### config.mk
export PLATFORM = sky130hd
export DESIGN_NAME = simon_playback_sequencer
export DESIGN_NICKNAME = d
export VERILOG_FILES = /design/src/rtl/simon_playback_sequencer.sv
export SDC_FILE = /design/constraint.sdc
export NUM_CORES = 1
export LEC_CHECK = 0
export CAP_MARGIN = 40
export CORE_MARGIN = 4
export CORE_UTILIZATION = 30
export DETAILED_ROUTE_END_ITERATION = 10
export PLACE_DENSITY = 0.48
export SYNTH_ARGS = -nofsm -noshare
export SYNTH_HDL_FRONTEND = slang
export SYNTH_SLANG_ARGS = --single-unit
### constraint.sdc
create_clock -name clk -period 2 [get_ports clk]
set_input_delay 0.5 -clock clk [delete_from_list [all_inputs] [get_ports clk]]
set_output_delay 0.5 -clock clk [all_outputs]
set_load 0.01 [all_outputs]
### src/rtl/simon_playback_sequencer.sv
// ---------------------------------------------------------------------------
// simon_playback_sequencer
//
// Paced playback of the Simon pattern memory. When start arrives in IDLE,
// entries 0..count-1 are read in order. Each entry is shown on pattern_leds
// for the effective on-time and is then followed by a blank gap. A one-cycle
// done pulse marks the end of the sequence.
//
// Per-entry timeline: FETCH (1) -> LOAD (1) -> SHOW (on) -> GAP (GAP_CYCLES).
//
// Optional build macro: SIMON_PB_SPEEDUP_EN
//   When defined, on-time = max(ON_CYCLES - count, MIN_ON_CYCLES).
//   This value is fixed at start, so longer patterns play faster.
//   When undefined, on-time is always ON_CYCLES.
//
// Ports:
//   clk           system clock, rising edge
//   rst           asynchronous active-high reset; aborts without done
//   start         playback request, honoured only in IDLE
//   count         number of entries to play (0..2^ADDR_W), latched on start
//   mem_ren       pattern RAM read enable (FETCH only)
//   mem_raddr     pattern RAM read address (current entry index)
//   mem_rdata     pattern RAM data, valid one cycle after mem_ren
//   pattern_leds  displayed pattern, 0 when blank
//   busy          high in every state except IDLE
//   done          one-cycle completion pulse
// ---------------------------------------------------------------------------
module simon_playback_sequencer #(
    parameter int ADDR_W        = 5,
    parameter int ON_CYCLES     = 4,
    parameter int GAP_CYCLES    = 2,
    parameter int MIN_ON_CYCLES = 2
) (
    input  logic              clk,
    input  logic              rst,
    input  logic              start,
    input  logic [ADDR_W:0]   count,
    output logic              mem_ren,
    output logic [ADDR_W-1:0] mem_raddr,
    input  logic [3:0]        mem_rdata,
    output logic [3:0]        pattern_leds,
    output logic              busy,
    output logic              done
);

    localparam int TMAX_OG = (ON_CYCLES > GAP_CYCLES) ? ON_CYCLES : GAP_CYCLES;
    localparam int TMAX    = (TMAX_OG > MIN_ON_CYCLES) ? TMAX_OG : MIN_ON_CYCLES;
    localparam int TIMER_W = $clog2(TMAX + 1);

    localparam logic [TIMER_W-1:0] TMR_ONE = TIMER_W'(1);
    localparam logic [TIMER_W-1:0] GAP_M1  = TIMER_W'(GAP_CYCLES - 1);
    localparam logic [ADDR_W:0]    IDX_ONE = (ADDR_W + 1)'(1);

    typedef enum logic [2:0] {
        S_IDLE,
        S_FETCH,
        S_LOAD,
        S_SHOW,
        S_GAP,
        S_DONE
    } state_t;

    state_t              state;
    state_t              state_nxt;
    logic [ADDR_W:0]     index;
    logic [ADDR_W:0]     cnt_lat;
    logic [TIMER_W-1:0]  timer;
    logic [TIMER_W-1:0]  on_m1;      // effective on-time minus one
    logic [3:0]          led_reg;
    logic                last_entry;

`ifdef SIMON_PB_SPEEDUP_EN
    // Signed subtraction, then a clamp to the floor. A long pattern gives a
    // negative difference, and the clamp handles it with no underflow.
    function automatic logic [TIMER_W-1:0] sat_on_time_m1(input logic [ADDR_W:0] cnt);
        logic signed [31:0] diff;
        diff = ON_CYCLES - $signed({1'b0, cnt});
        if (diff < MIN_ON_CYCLES) begin
            diff = MIN_ON_CYCLES;
        end
        return TIMER_W'(diff - 1);
    endfunction
`else
    assign on_m1 = TIMER_W'(ON_CYCLES - 1);
`endif

    // The end test runs before the increment, so index never wraps
    // when count = 2^ADDR_W.
    assign last_entry = ((index + IDX_ONE) == cnt_lat);
    assign mem_raddr  = index[ADDR_W-1:0];

    always_ff @(posedge clk or posedge rst) begin
        if (rst) begin
            state <= S_IDLE;
        end else begin
            state <= state_nxt;
        end
    end

    always_comb begin
        state_nxt    = state;
        mem_ren      = 1'b0;
        pattern_leds = 4'h0;
        busy         = 1'b1;
        done         = 1'b0;
        case (state)
            S_IDLE: begin
                busy = 1'b0;
                if (start) begin
                    state_nxt = (count == '0) ? S_DONE : S_FETCH;
                end
            end
            S_FETCH: begin
                mem_ren   = 1'b1;
                state_nxt = S_LOAD;
            end
            S_LOAD: begin
                state_nxt = S_SHOW;
            end
            S_SHOW: begin
                pattern_leds = led_reg;
                if (timer == '0) begin
                    state_nxt = S_GAP;
                end
            end
            S_GAP: begin
                if (timer == '0) begin
                    state_nxt = last_entry ? S_DONE : S_FETCH;
                end
            end
            S_DONE: begin
                done      = 1'b1;
                state_nxt = S_IDLE;
            end
            default: begin
                state_nxt = S_IDLE;
            end
        endcase
    end

    // Control counters: entry index, latched count and the phase timer.
    always_ff @(posedge clk or posedge rst) begin
        if (rst) begin
            index   <= '0;
            cnt_lat <= '0;
            timer   <= '0;
`ifdef SIMON_PB_SPEEDUP_EN
            on_m1   <= '0;
`endif
        end else begin
            case (state)
                S_IDLE: begin
                    if (start) begin
                        cnt_lat <= count;
                        index   <= '0;
`ifdef SIMON_PB_SPEEDUP_EN
                        on_m1   <= sat_on_time_m1(count);
`endif
                    end
                end
                S_LOAD: begin
                    timer <= on_m1;
                end
                S_SHOW: begin
                    if (timer == '0) begin
                        timer <= GAP_M1;
                    end else begin
                        timer <= timer - TMR_ONE;
                    end
                end
                S_GAP: begin
                    if (timer == '0) begin
                        if (!last_entry) begin
                            index <= index + IDX_ONE;
                        end
                    end else begin
                        timer <= timer - TMR_ONE;
                    end
                end
                default: ;
            endcase
        end
    end

    // LED data register. It needs no reset because it only reaches the
    // output while the FSM is in SHOW.
    always_ff @(posedge clk) begin
        if (state == S_LOAD) begin
            led_reg <= mem_rdata;
        end
    end

endmodule

==> impl_metrics.env <==
export IMPL_fillers=380
export IMPL_seqCellArea_um2=571.8
export IMPL_ys_seq_area_share_pct=44.62
export IMPL_status="finished, final reports clean"
export IMPL_syn_area_um2=1279
export IMPL_cts_hold_buf=0
export IMPL_syn2layout_area_growth_pct=34.64
export IMPL_clock_latency_ns=0.26
export IMPL_cp_start_kind="register"
export IMPL_maxCapViolations=0
export IMPL_powerDensity_nw_per_um2=1267
export IMPL_drt_iter0_drc=44
export IMPL_fin_crit_ns=1.904
export IMPL_synth_edff_count=4
export IMPL_clockBufferDepth=2
export IMPL_setup_tns_ns=0
export IMPL_grt_pass1_wl_mm=4.954
export IMPL_cp_end_kind="register"
export IMPL_cts_tree="built"
export IMPL_crit_required_ns=2.15
export IMPL_slew_headroom_pct=76.23
export IMPL_power_mw=2.182
export IMPL_start_util_pct=31.51
export IMPL_die_area_um2=5371
export IMPL_multi_input_area_um2=635.6
export IMPL_std_cell_rows=23
export IMPL_drive_gt1_share_pct=19.28
export IMPL_peakVddDrop_mv=0.5818
export IMPL_cts_root_buf="clkbuf_8"
export IMPL_core_area_um2=4058
export IMPL_dr_pass1_iters=4
export IMPL_finalInstanceArea_um2=1722
export IMPL_drv_slew=0
export IMPL_final_setup_viol_count=0
export IMPL_grt_pass1_vias=1095
export IMPL_viasPerCell=4.796
export IMPL_synth_nets=146
export IMPL_h_tree_depth=1
export IMPL_gp_congestion=0.8332
export IMPL_fp_dieW_um=73.29
export IMPL_dpl_hpwl_mm=2.283
export IMPL_synth_most_common_cell="dfrtp_1"
export IMPL_wire_per_inst_um=13.33
export IMPL_ys_types=38
export IMPL_drc=0
export IMPL_rsz0062_at_grt="false"
export IMPL_place_area_um2=1652
export IMPL_ys_ff_latch=22
export IMPL_syn_area_per_cell_um2=9.836
export IMPL_synth_commonest_cells="dfrtp_1 (18), nor2_1 (12), nand2_1 (10), o21ai_0 (9), inv_1 (8)"
export IMPL_worst_pin_slew_ns=0.3538
export IMPL_hp_class="input port to asynchronous set/reset pin"
export IMPL_synth_top_flop_cell="dfrtp_1"
export IMPL_antenna_found_initial=0
export IMPL_hold_violations=0
export IMPL_fp_dieH_um=73.29
export IMPL_skew_ns=0.002368
export IMPL_path_class="register to register"
export IMPL_port_buffers=24
export IMPL_netlist_instances=130
export IMPL_synth_area_top_cells="dfrtp_1 (35%), edfxtp_1 (9.4%), xnor2_1 (4.8%)"
export IMPL_async_flop_share_pct=81.82
export IMPL_hold_ws_ns=0.5420
export IMPL_cellLeakagePower_nw=0.7782
export IMPL_grt_max_degree=19
export IMPL_io_pins=25
export IMPL_cts_clk_slew_worst_paths_ns=0.09
export IMPL_grt_overflow=0
export IMPL_ant_nets=0
export IMPL_track_usage_pct=11.75
export IMPL_post_cts_buffers=0
export IMPL_finalNetCount=183
export IMPL_via_count=1036
export IMPL_cts_sinks=22
export IMPL_antenna_cells=0
export IMPL_yosysWarnings=0
export IMPL_fmax_mhz=525.1
export IMPL_period_share_pct=95.22
export IMPL_cts_buffers=3
export IMPL_synth_top_area_share_pct=35.23
export IMPL_drt_total_wl_mm=2.879
export IMPL_crit_path_max_fanout=7
export IMPL_synth_top_area_cell="dfrtp_1"
export IMPL_worst_ep_arrival_time_ns=2.05
## worst max-delay path: stages, from the launching register on
cell,delay (ns)
dfrtp_1,0.39
ha_1,0.25
xor2_1,0.23
xnor2_1,0.17
nand4_2,0.18
o21bai_4,0.22
nor3b_1,0.08
a211o_1,0.27
## kinds of logic (layout without fill, tap and decap cells)
family | after synthesis | after routing | synth area share, %
buffers and inverters | 16 | 52 | 6.262
muxes | 6 | 6 | 5.186
DFF | 22 | 22 | 44.62
and+or+nand+nor | 47 | 47 | 18.98
xor gates and xnor gates | 11 | 11 | 8.122
AOI/OAI and AO/OA | 25 | 25 | 13.90
adders and majority gates | 3 | 3 | 2.936
## metrics by stage
stage / std cells / utilization (%) / setup slack [ns]
after floorplan: 130 / - / 0.1751
after global placement: 212 / 40.70 / 0.1581
after detailed placement: 212 / 40.70 / 0.1013
after CTS: 216 / 42.43 / 0.06325
after global routing: 216 / 42.43 / 0.005726
final: 216 / 42.43 / 0.09558
## per-layer routing
| layer | GRT usage [%] | wire length (µm) | vias to the layer above |
|---|---|---|---|
| met5 | 0 | 0 | - |
| met4 | 3.689 | 20 | 0 |
| met3 | 2.326 | 102 | 2 |
| met2 | 19.36 | 1364 | 17 |
| met1 | 15.44 | 1391 | 493 |
| li1 | - | - | 524 |
## power breakdown
group | internal [mW] | switching (mW) | total [mW]
clock | 0.217 | 0.151 | 0.368
combinational | 0.551 | 0.527 | 1.08
sequential | 0.624 | 0.111 | 0.735
total | 1.39 | 0.789 | 2.18
## placed cells by master (no fill, tap or decap), drive strengths merged, types with 2 or more instances in the layout
cell type	instances
a21oi	3
and3	6
buf	16
clkbuf	4
clkdlybuf4s50	17
dfrtp	18
dlygate4sd2	7
edfxtp	4
ha	3
inv	8
mux2	5
nand2	10
nand3	6
nor2	12
nor3	6
nor3b	2
o21ai	9
o22a	2
xnor2	8
xor2	3
## final timing paths
check                           startpoint          to  slack [ns]  depth (start not counted)
worst max-delay path              index[0]    index[2]         0.1                          7
worst min-delay path                   rst    state[1]        0.54                          3
worst max register to register    index[0]    index[2]         0.1                          7
worst min register to register  cnt_lat[1]  cnt_lat[1]        0.55                          1
max in group asynchronous              rst    state[1]        1.25                          3
min in group clk                cnt_lat[1]  cnt_lat[1]        0.55                          1
## timing repair
action	in CTS	in global routing
gates resized for setup	11	0
pin swaps	0	1
endpoints found under the setup margin	7	1
## area by class of cell
type | count | share of cell area, %
inverters | 8 | 1.744
flip-flops and latches | 22 | 33.21
multi-input cells | 92 | 36.92
clock buffers | 4 | 3.852
well taps | 50 | 3.634
repair buffers | 40 | 20.64
Power figures use the tool's default switching activity.
